<file path="config.mk">
export PLATFORM = sky130hd
export DESIGN_NAME = mod_exp
export DESIGN_NICKNAME = d
export VERILOG_FILES = /design/src/rtl/rsa_pkg.sv /design/src/rtl/mod_mul.sv /design/src/rtl/mod_exp.sv
export SDC_FILE = /design/constraint.sdc
export NUM_CORES = 2
export LEC_CHECK = 0
export CORE_UTILIZATION = 35
export CTS_BUF_LIST = sky130_fd_sc_hd__clkbuf_8
export CTS_CLUSTER_SIZE = 16
export DETAILED_ROUTE_END_ITERATION = 10
export SKIP_CTS_REPAIR_TIMING = 1
export SLEW_MARGIN = 0
export SYNTH_ARGS = -nofsm -noshare
export SYNTH_HDL_FRONTEND = slang
export SYNTH_SLANG_ARGS = --single-unit
</file>
<file path="constraint.sdc">
create_clock -name clk -period 7.2 [get_ports clk]
set_clock_uncertainty 0.05 [all_clocks]
set_input_delay 1.44 -clock clk [delete_from_list [all_inputs] [get_ports clk]]
set_output_delay 1.44 -clock clk [all_outputs]
set_load 0.05 [all_outputs]
</file>
<file path="src/rtl/rsa_pkg.sv">
// rsa_pkg: shared operand widths, P-192 Montgomery constants
// and the mod_exp state codes.
package rsa_pkg;

  localparam int K     = 192;
  localparam int LOGK  = 8;
  localparam int EW    = 192;
  localparam int LOGEW = 8;

  localparam logic [K-1:0] M =
    192'hfffffffffffffffffffffffffffffffeffffffffffffffff;

  // R mod M, i.e. Montgomery form of 1.
  localparam logic [K-1:0] R_MOD_M =
    192'h1_0000000000000001;

  // R^2 mod M, used to bring the base into Montgomery form.
  localparam logic [K-1:0] R2_MOD_M =
    192'h1_0000000000000002_0000000000000001;

  localparam logic [2:0] S_IDLE = 3'd0;
  localparam logic [2:0] S_PRE  = 3'd1;
  localparam logic [2:0] S_SQR  = 3'd2;
  localparam logic [2:0] S_MUL  = 3'd3;
  localparam logic [2:0] S_POST = 3'd4;
  localparam logic [2:0] S_GAP  = 3'd5;
  localparam logic [2:0] S_FIN  = 3'd6;

  // States in which an operand pair is presented to mod_mul.
  function automatic logic is_op_state(
    input logic [2:0] s
  );
    return (s == S_PRE) || (s == S_SQR) ||
           (s == S_MUL) || (s == S_POST);
  endfunction

endpackage

</file>
<file path="src/rtl/mod_mul.sv">
// mod_mul: bit-serial radix-2 Montgomery multiplier,
// z = a*b*2^-K mod M for a,b < M.
// Ports: clk, rst_n (sync, active-low), start (held until
// done), a/b operands (stable while start=1), done (one
// cycle), z (reduced product, valid while done=1).
// start is sampled in IDLE; done follows K cycles later,
// so start is high for K+1 cycles including the done cycle.
module mod_mul #(
  parameter int          K    = 192,
  parameter int          LOGK = 8,
  parameter logic [K-1:0] M   = '1
) (
  input  logic         clk,
  input  logic         rst_n,
  input  logic         start,
  input  logic [K-1:0] a,
  input  logic [K-1:0] b,
  output logic         done,
  output logic [K-1:0] z
);

  localparam logic [1:0] M_IDLE = 2'd0;
  localparam logic [1:0] M_RUN  = 2'd1;
  localparam logic [1:0] M_FIX  = 2'd2;

  logic [1:0]      state;
  logic [K-1:0]    a_sh;
  logic [K-1:0]    b_reg;
  logic [K:0]      t;
  logic [LOGK-1:0] cnt;
  logic [K-1:0]    t_sub;
  logic            t_ge;

  // One Montgomery step. t stays below 2M, so the sum
  // t + b + M needs K+2 bits and the halved result K+1.
  function automatic logic [K:0] mont_step(
    input logic [K:0]   t_in,
    input logic         a_bit,
    input logic [K-1:0] b_in
  );
    logic [K+1:0] s;
    s = {1'b0, t_in};
    if (a_bit) s = s + {2'b00, b_in};
    if (s[0])  s = s + {2'b00, M};
    return s[K+1:1];
  endfunction

  always_ff @(posedge clk) begin
    if (!rst_n) begin
      state <= M_IDLE;
      a_sh  <= '0;
      b_reg <= '0;
      t     <= '0;
      cnt   <= '0;
    end else begin
      unique case (state)
        M_IDLE: begin
          if (start) begin
            // bit 0 is folded into the accept cycle
            b_reg <= b;
            a_sh  <= a >> 1;
            t     <= mont_step('0, a[0], b);
            cnt   <= LOGK'(1);
            state <= M_RUN;
          end
        end
        M_RUN: begin
          t    <= mont_step(t, a_sh[0], b_reg);
          a_sh <= a_sh >> 1;
          cnt  <= cnt + LOGK'(1);
          if (cnt == LOGK'(K - 1)) state <= M_FIX;
        end
        M_FIX: state <= M_IDLE;
        default: state <= M_IDLE;
      endcase
    end
  end

  // t < 2M, so one conditional subtract fully reduces it
  // and the low K bits of t - M are exact.
  assign t_ge  = (t >= {1'b0, M});
  assign t_sub = t[K-1:0] - M;
  assign z     = t_ge ? t_sub : t[K-1:0];
  assign done  = (state == M_FIX);

endmodule

</file>
<file path="src/rtl/mod_exp.sv">
// mod_exp: Montgomery modular exponentiation z = x^e mod M,
// left-to-right square-and-multiply over one mod_mul.
// Ports: clk, rst (sync, active-high), start (sampled in
// IDLE), x (base < M), e (exponent), busy, done (one-cycle
// pulse), z (result, held until the next run updates it).
// Option MOD_EXP_SKIP_LZ_EN: skip leading zero exponent
// bits after PRE with a serial scan, no mod_mul traffic.
module mod_exp #(
  parameter int           K        = rsa_pkg::K,
  parameter int           LOGK     = rsa_pkg::LOGK,
  parameter int           EW       = rsa_pkg::EW,
  parameter int           LOGEW    = rsa_pkg::LOGEW,
  parameter logic [K-1:0] M        = rsa_pkg::M,
  parameter logic [K-1:0] R_MOD_M  = rsa_pkg::R_MOD_M,
  parameter logic [K-1:0] R2_MOD_M = rsa_pkg::R2_MOD_M
) (
  input  logic          clk,
  input  logic          rst,
  input  logic          start,
  input  logic [K-1:0]  x,
  input  logic [EW-1:0] e,
  output logic          busy,
  output logic          done,
  output logic [K-1:0]  z
);

  import rsa_pkg::*;

  logic [2:0]       state;
  logic [2:0]       op_sel;
  logic [K-1:0]     x_bar;
  logic [K-1:0]     acc;
  logic [K-1:0]     z_q;
  logic [EW-1:0]    e_reg;
  logic [LOGEW-1:0] idx;

  logic             mul_rst_n;
  logic             mul_start;
  logic [K-1:0]     mul_a;
  logic [K-1:0]     mul_b;
  logic [K-1:0]     mul_z;
  logic             mul_done;

  logic [2:0]       gap_next;
  logic [LOGEW-1:0] gap_idx;
  logic             last_bit;
  logic             cur_bit;

  assign mul_rst_n = ~rst;

  mod_mul #(
    .K    (K),
    .LOGK (LOGK),
    .M    (M)
  ) u_mul (
    .clk   (clk),
    .rst_n (mul_rst_n),
    .start (mul_start),
    .a     (mul_a),
    .b     (mul_b),
    .done  (mul_done),
    .z     (mul_z)
  );

  // Operands come only from registers that change on
  // mul_done, so they are stable while mul_start is high.
  always_comb begin
    mul_start = 1'b0;
    mul_a     = acc;
    mul_b     = acc;
    unique case (state)
      S_PRE: begin
        mul_start = 1'b1;
        mul_a     = x_bar;
        mul_b     = R2_MOD_M;
      end
      S_SQR: mul_start = 1'b1;
      S_MUL: begin
        mul_start = 1'b1;
        mul_b     = x_bar;
      end
      S_POST: begin
        mul_start = 1'b1;
        mul_b     = K'(1);
      end
      default: mul_start = 1'b0;
    endcase
  end

  assign last_bit = (idx == '0);
  assign cur_bit  = e_reg[idx];

  // Successor of GAP, chosen by the op just finished.
  always_comb begin
    gap_next = S_FIN;
    gap_idx  = idx;
    unique case (op_sel)
      S_PRE: begin
`ifdef MOD_EXP_SKIP_LZ_EN
        // stay in GAP while scanning leading zeros
        if (cur_bit) begin
          gap_next = S_SQR;
        end else if (last_bit) begin
          gap_next = S_POST;
        end else begin
          gap_next = S_GAP;
          gap_idx  = idx - LOGEW'(1);
        end
`else
        gap_next = S_SQR;
`endif
      end
      S_SQR: begin
        if (cur_bit) begin
          gap_next = S_MUL;
        end else if (last_bit) begin
          gap_next = S_POST;
        end else begin
          gap_next = S_SQR;
          gap_idx  = idx - LOGEW'(1);
        end
      end
      S_MUL: begin
        if (last_bit) begin
          gap_next = S_POST;
        end else begin
          gap_next = S_SQR;
          gap_idx  = idx - LOGEW'(1);
        end
      end
      default: gap_next = S_FIN;
    endcase
  end

  always_ff @(posedge clk) begin
    if (rst) begin
      state  <= S_IDLE;
      op_sel <= S_IDLE;
      x_bar  <= '0;
      acc    <= '0;
      e_reg  <= '0;
      idx    <= '0;
      z_q    <= '0;
    end else begin
      unique case (state)
        S_IDLE: begin
          if (start) begin
            x_bar <= x;
            e_reg <= e;
            acc   <= R_MOD_M;
            idx   <= LOGEW'(EW - 1);
            state <= S_PRE;
          end
        end
        S_PRE, S_SQR, S_MUL, S_POST: begin
          if (mul_done) begin
            op_sel <= state;
            state  <= S_GAP;
            if (state == S_PRE)       x_bar <= mul_z;
            else if (state == S_POST) z_q   <= mul_z;
            else                      acc   <= mul_z;
          end
        end
        S_GAP: begin
          state <= gap_next;
          idx   <= gap_idx;
        end
        S_FIN: state <= S_IDLE;
        default: state <= S_IDLE;
      endcase
    end
  end

  assign busy = is_op_state(state) || (state == S_GAP);
  assign done = (state == S_FIN);
  assign z    = z_q;

endmodule

</file>
==> run metrics <==
failing checks=capacitance limit, slew limit; I/O Buffers=580; Worst Max-Slew Pin Slew=around 1600 ps; detailed-route wire length per cell=30.87 um; Final Net Count=13,220; Final Cycle Share=98.61%; CTS H-Tree Depth=4; final setup violation count=0; First DRT Iteration DRCs=16,940; Cells after Synth=11,980; GRT Util Overall=37.93%; min Tclk post-route=7100 ps; Synth cell types=115; Max Freq=140.8 MHz; GP Congestion=about 1.1; pin count of the biggest net entering global routing=196; Core Box Area=~0.25 mm2; Switching Fraction=42.52%; initial core utilization=35.31%; vias in the first global route=just over 90,000; Net Switching=11.17 mW; Yosys reg bits=about 1,400; die height=500.8 um; final antenna-violating net count=0; CTS tree=yes; Die W=approximately 500 um; dpl cells=about 16,000; Max stage delay on crit path=740 ps; max-cap viol count=1; Longest Clk Path Bufs=3; Pint=15.09 mW; Clock Sinks=1,368; Area Growth Syn to Fin=20.44%; # IOs=581; Root Buffer=clkbuf_8; HP Class=flop to flop; Max Transition Viols Final=6; Req. time, crit path=8060 ps; arrival time of the worst setup path=slightly below 8000 ps; post-detail-place hpwl=392.0 mm; Rows=182; Num CTS Buffers=236; Vias/cell=6.368; non-filler cells, final=between 15,000 and 20,000; status=finished, violations left; most common cell after layout, fill and taps aside=nor2_1; area leader, netlist=dfxtp_1; CP endpoint kind=flop; max FFs per register=193; sequential power share=34.2%; syn avg cell area=approximately 7.3 um2; CP Max Fanout=9; unrepaired setup endpoints after global routing=no; Post-synth EDFFs=0; ys flop type=dfxtp_1; Detailed Routing Iterations Pass 1=8; Crit Path Class=flop to flop; CP Launch Type=flop; post-synthesis sequential area ratio=roughly a third; Cell Area, Synth=between 0.08 and 0.09 mm2; FFs w/ async S/R, synth=0%; Synth Net Count=12,560; PwrDens=250.3 mW/mm2; die area=~0.25 mm2; CP dominant cell by count=a21oi_1; crit path cell chain=ha_1 > a21oi_1 > o21ai_0 > a21oi_1 > a2111oi_0 > a311oi_1 > mux2i_1 > nand4b_1 > or4b_1 > or4b_4 > nor4_2 > o21bai_1 > or4_1 > nor4b_4 > or4b_1 > o32ai_1 > a21oi_1; Top reg by flops=u_mul.t; Clk Latency, worst-skew pair=~1100 ps; total wire length=498.6 mm; power share of the combinational group=37.0%; # fillers=25,830; worst vdd ir=0.2055 mV; most frequent cells in the layout=nor2_1 (1,806), nand2_1 (1,637), dfxtp_1 (1,365); final hold vios=0; leak pwr=36.17 nW; first-pass GRT wire length=between 600 and 700 mm; Reg clk slew, reported paths=60 ps; initial antenna violation count=37; global route total overflow=0; Slowest cell on crit path=or4_1; Synth warnings=0; layout cells sized above 1=between 10% and 20%; largest cells by area after synthesis=dfxtp_1 (31%), nor2_1 (7.8%), a21oi_1 (7.3%); via count=102,800; Final TNS setup=0 ps; post-synth top area share=31.45%; Worst slew margin=-3.605%; Clk network pwr share=slightly below 30%; # DRC=0
path summary, 6_finish.rpt:
check                                 from      endpoint  slack, ps  cells past startpoint
worst max-delay path            u_mul.t[8]  u_mul.t[180]        100                     17
worst min register to register  e_reg[187]    e_reg[187]        400                      2
worst min-delay path            e_reg[187]    e_reg[187]        400                      2
worst max register to register  u_mul.t[8]  u_mul.t[180]        100                     17
cell usage after synthesis (52+ instances only):
master,number
nor2_1,1818
a221oi_1,230
a211oi_1,482
nand4_1,259
nand2_1,1640
buf_2,85
o221ai_1,53
and3_1,77
a2111oi_0,71
mux4_2,63
and2_1,56
a22oi_1,198
o211ai_1,65
inv_1,96
nor2b_1,62
a21o_1,84
xor2_1,161
dfxtp_1,1368
nor3_1,347
nor4_1,142
nand3_1,305
and4_1,64
a21oi_1,1278
a31oi_1,137
or2_2,52
clkbuf_1,754
xnor2_1,200
or3_1,90
mux2i_1,67
ha_1,195
buf_1,78
o21ai_0,549
critical path: cells and delay by family, from the launching register on:
| family | cells | cell delay, ps |
|---|---|---|
| and+or+nand+nor | 7 | 3520 |
| adders and majority gates | 1 | 390 |
| muxes | 1 | 200 |
| AOI/OAI and AO/OA | 8 | 2310 |
| DFF | 1 | 450 |
per-layer routing:
layer	GRT usage [%]	wire length, um	up-vias
li1	-	-	45340
met4	14.49	22360	38
met2	49.78	187700	7045
met3	16.57	78580	914
met5	0	271	-
met1	53.17	209600	49490
kinds of logic (layout without fill, tap and decap cells):
group | Yosys count | after routing | synth area share (%)
simple gates | 5130 | 5130 | 26.62
fa+ha+maj | 196 | 196 | 2.824
buf+inv | 1019 | 1854 | 4.533
flops | 1368 | 1368 | 31.45
other cells | 0 | 23 | 0
compound gates | 3753 | 3753 | 28.26
mux | 152 | 152 | 2.684
xor+xnor | 361 | 361 | 3.630
power by group through the flow:
stage	Clock [mW]	Combinational [mW]	Sequential (mW)
6_report	7.58	9.70	8.97
5_1_grt	7.95	9.98	8.96
4_1_cts	7.62	9.13	8.86
3_5_place_dp	0	9.08	9.02
3_3_place_gp	0	9.16	9.01
2_1_floorplan	0	4.98	8.70
area by class of cell:
type | instances | area, um2 | share of cell area [%]
Multi-Input combinational cell | 9592 | 56120 | 53.50
Sequential cell | 1368 | 27400 | 26.12
Timing Repair Buffer | 1344 | 11860 | 11.31
Tap cell | 3312 | 4144 | 3.951
Clock buffer | 283 | 3895 | 3.713
Clock inverter | 130 | 1052 | 1.003
Inverter | 97 | 369.1 | 0.3519
Antenna cell | 23 | 57.56 | 0.05487
stage by stage:
step | worst slack [ps] | cell area (um2) | hold slack, ps | util, % | total power [mW]
finish | 99.86 | 104900 | 402.9 | 42.53 | 26.26
global route | 5.133 | 104800 | 414.1 | 42.51 | 26.88
CTS | 43.34 | 104700 | 403.8 | 42.45 | 25.61
detailed placement | 121.2 | 99740 | 394.9 | 40.44 | 18.10
global placement | 193.7 | 99740 | 389.6 | 40.44 | 18.17
floorplan | 1315 | 87090 | 383.1 | - | 13.68
No activity file was read; power rests on OpenSTA's default activity.
